<file path="src/rtl/priority_encoder_83_pkg.sv">
// Shared constants and helpers for the registered 8-to-3 priority encoder.
// Imported by both the combinational search and the registered top.
package priority_encoder_83_pkg;

    localparam int IN_W_DEFAULT = 8;

    // Ceiling log2, kept local so the index width derives the same way in every file.
    function automatic int clog2(input int value);
        int result;
        int rem;
        result = 0;
        rem = value - 1;
        while (rem > 0) begin
            result = result + 1;
            rem = rem >> 1;
        end
        return result;
    endfunction

endpackage

</file>
<file path="src/rtl/priority_encoder_83_search.sv">
// Purely combinational highest-set-bit search over the request vector.
// any_set distinguishes "bit 0 wins" from "nothing requested".
module priority_search_comb
    import priority_encoder_83_pkg::*;
#(
    parameter int IN_W  = IN_W_DEFAULT,
    parameter int OUT_W = clog2(IN_W)
) (
    input  logic [IN_W-1:0]  inp,
    output logic [OUT_W-1:0] idx,
    output logic             any_set
);

    // Walking upward lets each higher set bit overwrite a lower one, so the MSB wins.
    always_comb begin
        idx     = '0;
        any_set = 1'b0;
        for (int i = 0; i < IN_W; i++) begin
            if (inp[i]) begin
                idx     = OUT_W'(i);
                any_set = 1'b1;
            end
        end
    end

endmodule

</file>
<file path="src/rtl/priority_encoder_83.sv">
// Registered priority encoder: enable-gated search result captured into
// output registers that clear asynchronously on rst_n.
module priority_encoder_83
    import priority_encoder_83_pkg::*;
#(
    parameter  int IN_W  = IN_W_DEFAULT,
    localparam int OUT_W = clog2(IN_W)
) (
    input  logic             clk,
    input  logic             rst_n,
    input  logic             en,
    input  logic [IN_W-1:0]  inp,
    output logic [OUT_W-1:0] out,
    output logic             valid
);

    logic [OUT_W-1:0] search_idx;
    logic             search_any;
    logic [OUT_W-1:0] out_d, out_q;
    logic             valid_d, valid_q;

    priority_search_comb #(
        .IN_W  (IN_W),
        .OUT_W (OUT_W)
    ) u_search (
        .inp     (inp),
        .idx     (search_idx),
        .any_set (search_any)
    );

    // Gating on en keeps an undriven request bus from leaking into the registers.
    always_comb begin
        out_d   = '0;
        valid_d = 1'b0;
        if (en && search_any) begin
            out_d   = search_idx;
            valid_d = 1'b1;
        end
    end

    always_ff @(posedge clk or negedge rst_n) begin
        if (!rst_n) begin
            out_q   <= '0;
            valid_q <= 1'b0;
        end else begin
            out_q   <= out_d;
            valid_q <= valid_d;
        end
    end

    assign out   = out_q;
    assign valid = valid_q;

endmodule

</file>
<file path="config.mk">
export PLATFORM = sky130hd
export DESIGN_NAME = priority_encoder_83
export DESIGN_NICKNAME = d
export VERILOG_FILES = /design/src/rtl/priority_encoder_83_pkg.sv /design/src/rtl/priority_encoder_83_search.sv /design/src/rtl/priority_encoder_83.sv
export SDC_FILE = /design/constraint.sdc
export NUM_CORES = 1
export LEC_CHECK = 0
export CORE_AREA = 2 2 39 41
export DETAILED_ROUTE_END_ITERATION = 8
export DIE_AREA = 0 0 41 43
export SYNTH_ARGS = -nofsm -noshare
export SYNTH_HDL_FRONTEND = slang
export SYNTH_SLANG_ARGS = --single-unit
</file>
<file path="constraint.sdc">
create_clock -name clk -period 1 [get_ports clk]
set_input_delay 0.15 -clock clk [delete_from_list [all_inputs] [get_ports clk]]
set_output_delay 0.15 -clock clk [all_outputs]
set_load 0.02 [all_outputs]
</file>
# After elaboration in Yosys (flattened, before gate mapping)
# Cells that the tools add are included.
# W data, S select, Z words.
# op_classes
n_mux	17
n_reduce_logical	1
# ops
operator	count
$mux W3	5
$mux W1	10
$mux W2	2
$logic_and A1 B1 Y1	1
# totals
register_bits	4
inputBits	11
output_inout_bits	4
word_cells	20

# Depth between registers and ports, before layout
# Gate-level depths: netlist (run 1).
# depth
word_depth	10
ltp_mapped	3
mapped_depth_nobuf	3

# Cells and area by module
# From an unflattened synthesis (run 1), not the netlist that was laid out.
# hier_totals
hier_cells	20
area_unflattened_um2	183.9
# modules_own_cells
module	instances	cells_per_inst	area_each_um2
priority_encoder_83	1	8	126.4
priority_search_comb	1	12	57.6

# Least setup slack after synthesis (run 1)
# OpenSTA, ideal clock, no wires.
# synth_path
kind	input port to flip-flop
from	input port inp[4]
to	register out_q[0], in the netlist out[0]
setup_time_ps	130
arrival_ps	669
required_time_ps	870
slack_ps	201
stages	3
path_buffers	0
cell_sequence	nor4_2 a31oi_1 a21boi_0
# synth_between
elab_chain_cells	6
elab_cells_between_ends	10
cone_classes	mux: 9; reduce/logical: 1
# synth_rtl
element	line	source
start, declared	priority_encoder_83.sv:12	input logic [IN_W-1:0] inp,
$mux W1 (4 in a row)	priority_encoder_83_search.sv:19	if (inp[i]) begin
$logic_and A1 B1 Y1	priority_encoder_83.sv:35	if (en && search_any) begin
$mux W3 *	priority_encoder_83.sv:35	
named net out_d[0]	priority_encoder_83.sv:19	logic [OUT_W-1:0] out_d, out_q;
end signal, assigned	priority_encoder_83.sv:46	out_q <= out_d;
end, declared	priority_encoder_83.sv:19	
# Mark *: on every way through the listed nets, which the timed path passes. The rest lies on a longest branch.

# Worst setup path after layout (run 1)
# layout_path
from	input port inp[3]
to	register out_q[1], in the netlist out[1]
# layout_between
elab_chain_cells	7
elab_cells_between_ends	12
cone_classes	mux: 11; reduce/logical: 1
# layout_rtl
element	line
$mux W1 (5 in a row)	priority_encoder_83_search.sv:19
$logic_and A1 B1 Y1	priority_encoder_83.sv:35
$mux W3 *	priority_encoder_83.sv:35
named net out_d[1]	priority_encoder_83.sv:19
# Marked as above.

==> results of run 1 <==
[cell type report]
class,count,share of cell area [%]
Inverter,2,1.88
Timing Repair Buffer,22,44.7
Multi-Input combinational cell,12,17.8
Tap cell,16,5.00
Sequential cell,4,25.0
Clock buffer,3,5.62
[synth_stat cells]
| master | number |
|---|---|
| sky130_fd_sc_hd__dfrtp_1 | 4 |
| sky130_fd_sc_hd__nor4_2 | 1 |
| sky130_fd_sc_hd__inv_1 | 2 |
| sky130_fd_sc_hd__nor2_1 | 4 |
| sky130_fd_sc_hd__a21oi_1 | 1 |
| sky130_fd_sc_hd__nor2b_1 | 1 |
| sky130_fd_sc_hd__o21ai_0 | 1 |
| sky130_fd_sc_hd__o31a_1 | 1 |
| sky130_fd_sc_hd__nor3_1 | 1 |
| sky130_fd_sc_hd__a31oi_1 | 1 |
| sky130_fd_sc_hd__a21boi_0 | 1 |
[cells by family (layout without fill, tap and decap cells)]
kind of cell	after synthesis	count (layout)	synth area share (%)
DFF	4	4	55.9
and+or+nand+nor	7	7	21.7
buffers and inverters	2	27	4.20
AOI/OAI and AO/OA	5	5	18.2
[placed cells by master, fill, tap and decap left out]
cell type / count
sky130_fd_sc_hd__clkbuf_4: 3
sky130_fd_sc_hd__dlygate4sd2_1: 3
sky130_fd_sc_hd__o31a_1: 1
sky130_fd_sc_hd__o21ai_0: 1
sky130_fd_sc_hd__nor4_2: 1
sky130_fd_sc_hd__nor2_1: 4
sky130_fd_sc_hd__buf_2: 4
sky130_fd_sc_hd__dlymetal6s2s_1: 1
sky130_fd_sc_hd__nor3_1: 1
sky130_fd_sc_hd__a31oi_1: 1
sky130_fd_sc_hd__a21oi_1: 1
sky130_fd_sc_hd__buf_4: 8
sky130_fd_sc_hd__a21boi_1: 1
sky130_fd_sc_hd__inv_1: 2
sky130_fd_sc_hd__clkdlybuf4s50_1: 6
sky130_fd_sc_hd__nor2b_1: 1
sky130_fd_sc_hd__dfrtp_1: 4
[how the worst max path moves through the flow]
stage / end / depth (start not counted) / startpoint
5_1_grt: out[1]$_DFF_PN0_ / 4 / inp[3]
2_1_floorplan: out[0]$_DFF_PN0_ / 3 / inp[4]
3_5_place_dp: out[0]$_DFF_PN0_ / 4 / inp[4]
6_report: out[1]$_DFF_PN0_ / 4 / inp[3]
3_3_place_gp: out[0]$_DFF_PN0_ / 4 / inp[4]
4_1_cts: out[1] / 1 / out[1]$_DFF_PN0_
[flip-flops by register name (all words and copies together) (netlist names)]
register / count
valid: 1
out: 3
[per-stage QoR]
stage	cell area, sq um	TNS (ns)	worst slack (ns)
after CTS	415	0	0.00466
final	400	0	0.0840
after global routing	400	0	0.0312
after floorplan	179	0	0.201
after global placement	384	-1.13	-0.353
after detailed placement	384	-1.19	-0.367
[what timing repair did]
| item | CTS | global route |
|---|---|---|
| buffers inserted | 1 | 1 |
| resized for setup | 16 | 5 |
| endpoints found under the setup margin | 5 | 5 |
| pin swaps | 2 | 2 |
[worst max-delay path: stages]
cell	delay, ns
sky130_fd_sc_hd__clkdlybuf4s50_1	0.41
sky130_fd_sc_hd__nor2_1	0.16
sky130_fd_sc_hd__nor3_1	0.06
sky130_fd_sc_hd__o31a_1	0.24
[routing by layer]
layer,global-route usage [%],up-vias,part of all wire [%]
met5,0,-,0
met4,8.00,0,0
met3,1.57,0,12
met2,8.75,13,49
met1,8.41,86,39
li1,-,114,-
[report_power, final]
group / internal (mW) / switching, mW / total [mW]
Clock: 0.134 / 0.0621 / 0.196
Combinational: 0.0634 / 0.0435 / 0.107
Sequential: 0.173 / 0.00207 / 0.175
Total: 0.370 / 0.108 / 0.478
==> results.md, run 1 <==
- In this run the count of I/O pins placed on the die edge is 15.
- CTS saw 4 sinks.
- Clock tree synthesis inserted a total of 3 buffers.
- Clock tree synthesis selected as its root buffer the cell sky130_fd_sc_hd__clkbuf_4.
- Before antenna repair, the detailed router went through 2 iterations.
- Dividing the final minimum period by the clock period gives 91.6%.
- After synthesis the netlist holds a flip-flop and latch count of 4.
- The global-route wire length before repair is 793 um.
- In this run the horizontal extent of the chip is 41 um.
- The total track usage is 6.94%.
- After the flow finishes, the layout carries non-filler instances totaling 59.
- In this run the tool buffered the top-level ports with 14 buffer cells.
- The number of hold buffers added after CTS was 0.
- The floorplan step defined a die boundary enclosing 1760 sq um.
- The pin count of the biggest net entering global routing is 5.
- From synthesis to final layout, the design area changed by 124%.
- TritonCTS built the clock tree.
- The total standard cell area after synthesis is 179 sq um.
- The path class of the lowest-slack min-delay path is input port to asynchronous set/reset pin.
- The share of final-layout standard cells stronger than drive strength 1 is 37.2%.
- Using the TritonRoute via totals, the vias-per-cell ratio works out to 3.61.
- The placer congestion estimate is 0.752.
- The maximum fanout along the worst path is 2.
- The flow ran to the end, and the final reports show no timing, DRC or antenna violations.
- The standard cell core area is 1380 sq um.
- The initial antenna violation count was 0.
- Clock-pin slew was measured on the worst setup and hold paths at 0.04 ns.
- The maximum vdd drop is 0.273 mV.
- The layout has 160 filler cells.
- The critical path class is input port to register.
- The synthesized netlist contains 11 unique library cells.
- The multi-input logic area is 71.3 sq um.
- The top-area cell type share of the netlist area is 55.9%.
- Data on the critical path arrives at its endpoint at 1.02 ns.
- The residual DRC count is 0.
- The count of yosys warnings during synthesis is 0.
- The number of global-route vias before repair is 229.
- STA classifies the critical path startpoint as an input port.
- In the post-synthesis netlist, the biggest area contributors are sky130_fd_sc_hd__dfrtp_1 (56%), sky130_fd_sc_hd__nor2_1 (8.4%), sky130_fd_sc_hd__nor4_2 (7.0%), sky130_fd_sc_hd__o31a_1 (4.9%), sky130_fd_sc_hd__a21boi_0 (4.2%).
- For this design the static power due to leakage is 0.202 nW.
- The number of rows created at floorplan is 14.
- For this configuration, the core starts out at a cell density of 12.9%.
- The floorplan step set the die height to 43 um.
- The count of nets left with antenna violations once routing finished came out at 0.
- In this run the number of H-tree levels came out at 1.
- The measured slew at the worst slew-check pin is 0.262 ns.
- The total wire length after detailed routing is 425 um.
- For the worst setup path, the data required time is 1.11 ns.
- The tool flagged a number of max-cap violations equal to 0.
- No sink is reached through more buffers than the 2 on the longest clock path.
- The total via count in the routed design is 213.
- Counting every instance in the synthesized netlist gives 18.
- Setup repair after global routing left no endpoint under its margin.
- 0 antenna diodes ended up in the layout.
- The final critical-path required period is 0.916 ns.
- At the end of the flow the core is filled with cells to 28.9%.
- For this block, the initial DRC count from the detailed router was 4.
- The number of pins exceeding their max-slew limit in the final report is 0.
- Power comes to 0.478 mW.
- The net count after synthesis is 29.
- The number of failing hold endpoints at the final stage is 0.
- The final routed wire length divided by cell count is 7.20 um.
- Once placement completed, the tool counted placed cells totaling 54.
- The worst setup path is captured at a register.
- The share of synthesized area occupied by flip-flops and latches is 55.9%.
- Summed over all layers, the global routing overflow is 0.
- The number of nets in the layout is 56.
- Based on the critical path, the design can be clocked at up to 1.09 GHz.
- Setup violations remaining at the end of the flow were counted as 0.
- The synthesized area per cell is 9.94 sq um.
- The power density normalized to cell area is 1190 nW/um^2.
- The headroom to the max-slew limit is 82.4%.
- Hold timing on the final database bottoms out at a slack of 0.117 ns.
- Across the whole layout, storage elements account for 100 sq um.
- The cell type contributing the most total cell area after synthesis is sky130_fd_sc_hd__dfrtp_1.
No activity file was read; power rests on OpenSTA's default activity.
==> inputs of run 2 (changes only) <==
--- a/config.mk
+++ b/config.mk
@@ -5,9 +5,11 @@
 export SDC_FILE = /design/constraint.sdc
 export NUM_CORES = 1
 export LEC_CHECK = 0
+export CAP_MARGIN = 20
 export CORE_AREA = 2 2 39 41
 export DETAILED_ROUTE_END_ITERATION = 8
 export DIE_AREA = 0 0 41 43
 export SYNTH_ARGS = -nofsm -noshare
 export SYNTH_HDL_FRONTEND = slang
 export SYNTH_SLANG_ARGS = --single-unit
+export TNS_END_PERCENT = 1
==> results of run 2 <==
Final layout, timing and power as in run 1 (identical DEF).
==> inputs of run 3 (changes only) <==
--- a/config.mk
+++ b/config.mk
@@ -9,6 +9,7 @@
 export CORE_AREA = 2 2 39 41
 export DETAILED_ROUTE_END_ITERATION = 8
 export DIE_AREA = 0 0 41 43
+export PLACE_DENSITY = 0.44
 export SYNTH_ARGS = -nofsm -noshare
 export SYNTH_HDL_FRONTEND = slang
 export SYNTH_SLANG_ARGS = --single-unit
==> results.md, run 3 (same netlist as run 1, synthesis figures left out) <==
- The post-detailed-route count of antenna-violating nets was 0 (unchanged).
- The number of flip-flops in the largest register is 3 (unchanged).
- The measured slew at the worst slew-check pin is 0.242 ns (was 0.262 ns).
- The x dimension of the die is 41 um (unchanged).
- The total track usage is 7.33% (was 6.94%).
- The number of diodes is 0 (unchanged).
- The height of the die came to 43 um (unchanged).
- The share of the clock period used by the worst path after layout is 91.9% (was 91.6%).
- The sequential cell area is 100 sq um (unchanged).
- The count of input and output buffers is 14 (unchanged).
- The number of failing hold endpoints at the final stage was 0 (unchanged).
- The final routed wire length divided by cell count is 8.41 um (was 7.20 um).
- The number of global-route vias before repair is 223 (was 229).
- The kind of start point of the critical path is an input port (unchanged).
- The number of nets in the layout came to 56 (unchanged).
- The max-cap check violation count is 0 (unchanged).
- The leading cell type in the layout, fill and taps excluded is sky130_fd_sc_hd__buf_4 (unchanged).
- The first element of the critical path is inp[3] (unchanged).
- The initial antenna violation count came to 0 (unchanged).
- The residual DRC count was 0 (unchanged).
- The synthesis-to-finish area growth is 132% (was 124%).
- The post-detailed-route via-to-cell ratio is 3.76 (was 3.61).
- The required time of the critical path is 1.11 ns (about the same).
- The number of iterations in the first detailed-routing pass came to 1 (was 2).
- The endpoint arrival time on the critical path is 1.03 ns (was 1.02 ns).
- The number of fill cells in the layout is 146 (was 160).
- The leakage power total is 0.204 nW (was 0.202 nW).
- The clock tree from TritonCTS is built (unchanged).
- The total via count in the routed design came to 222 (was 213).
- The post-layout total power was 0.481 mW (was 0.478 mW).
- The post-route setup TNS is 0 ns (unchanged).
- The share of final-layout standard cells stronger than drive strength 1 is 39.5% (was 37.2%).
- The number of rows created at floorplan is 14 (unchanged).
- The maximum fanout along the worst path is 2 (unchanged).
- The standard cell core area is 1380 sq um (unchanged).
- Highest-count cells in the layout ignoring fill and taps: sky130_fd_sc_hd__buf_4 (8), sky130_fd_sc_hd__clkdlybuf4s50_1 (6), sky130_fd_sc_hd__nor2_1 (4), sky130_fd_sc_hd__dfrtp_1 (4), sky130_fd_sc_hd__buf_2 (4) (unchanged).
- RSZ-0062 raised after global routing: no (unchanged).
- The number of pins exceeding their max-slew limit in the final report came to 0 (unchanged).
- The global-route wire length before repair was 834 um (was 793 um).
- The multi-input logic area came to 86.3 sq um (was 71.3 sq um).
- The worst setup path endpoint is out[1]$_DFF_PN0_ (unchanged).
- The initial core utilization is 12.9% (unchanged).
- The number of violations reported at the end of detailed-routing iteration 0 is 0 (was 4).
- The pin count of the biggest net entering global routing was 5 (unchanged).
- The cell count after placement is 54 (unchanged).
- The clock slew seen by the registers of the worst setup and hold paths is 0.04 ns (about the same).
- The maximum vdd drop is 0.338 mV (was 0.273 mV).
- The hold buffer count at cts is 0 (unchanged).
- The path class of the lowest-slack min-delay path is input port to asynchronous set/reset pin (unchanged).
- The final global-route overflow total is 0 (unchanged).
- The power density normalized to cell area was 1160 nW/um^2 (was 1190 nW/um^2).
- The number of buffers on the longest clock path is 2 (unchanged).
- The placer congestion estimate came to 0.742 (was 0.752).
- The boundary pin count is 15 (unchanged).
- The CTS buffer count is 3 (unchanged).
- The final cell count without fillers is 59 (unchanged).
- The final critical-path required period is 0.919 ns (was 0.916 ns).
- The area of the die is 1760 sq um (unchanged).
- The critical path endpoint category is a register (unchanged).
- The critical path class was input port to register (unchanged).
- The clock tree root driver cell is sky130_fd_sc_hd__clkbuf_4 (unchanged).
- The total number of H-tree levels is 1 (unchanged).
- The total wire length after detailed routing is 496 um (was 425 um).
- The number of sinks driven by the clock tree is 4 (unchanged).
- The count of endpoints failing setup in the final report is 0 (unchanged).
- The headroom to the max-slew limit is 83.7% (was 82.4%).
- The share of the core filled with cells is 30.0% (was 28.9%).
- The maximum clock rate was 1.09 GHz (about the same).
- Outcome: complete, no violations (unchanged).
[run 3: critical path: stages]
cell	delay [ns]
sky130_fd_sc_hd__clkdlybuf4s50_1	0.41
sky130_fd_sc_hd__nor2_1	0.17
sky130_fd_sc_hd__nor3_1	0.07
sky130_fd_sc_hd__o31a_1	0.24
[run 3: area by class of cell]
class	count	area share (%)
Sequential cell	4	24.1
Clock buffer	3	5.42
Inverter	2	1.81
Multi-Input combinational cell	12	20.8
Timing Repair Buffer	22	43.1
Tap cell	16	4.82
[run 3: metal layers]
layer	up-vias	part of all wire [%]	global-route usage, %
met3	0	14	3.14
met2	11	50	11.6
met5	-	0	0
li1	114	-	-
met1	97	36	6.75
met4	0	0	6.00
[run 3: power by group]
group	leakage (nW)	total [mW]	internal, mW	switching, mW
Clock	0.0138	0.192	0.134	0.0585
Sequential	0.0481	0.175	0.173	0.00195
Combinational	0.142	0.114	0.0651	0.0494
Total	0.204	0.481	0.372	0.110
[run 3: stage by stage]
stage	hold slack, ns	instance area (sq um)	setup slack [ns]
final	0.118	415	0.0809
after global routing	0.123	415	0.0139
after CTS	0.117	423	0.00963
after detailed placement	0.364	384	-0.374
after global placement	0.356	384	-0.311
after floorplan	-0.146	179	0.201
[run 3: worst min-delay path by stage]
stage / end / slack (ns) / cells past startpoint
floorplan: out[0]$_DFF_PN0_ / -0.15 / 0
global placement: valid$_DFF_PN0_ / 0.36 / 1
detailed placement: out[0]$_DFF_PN0_ / 0.36 / 1
CTS: out[0]$_DFF_PN0_ / 0.12 / 1
global route: out[2]$_DFF_PN0_ / 0.12 / 1
finish: out[0]$_DFF_PN0_ / 0.12 / 1
[run 3: what timing repair did]
action,in CTS,in global routing
pin swaps,2,1
setup endpoints to repair,5,6
cloned,0,0
hold endpoints to repair,0,0
setup buffers,2,0
resized for setup,16,7
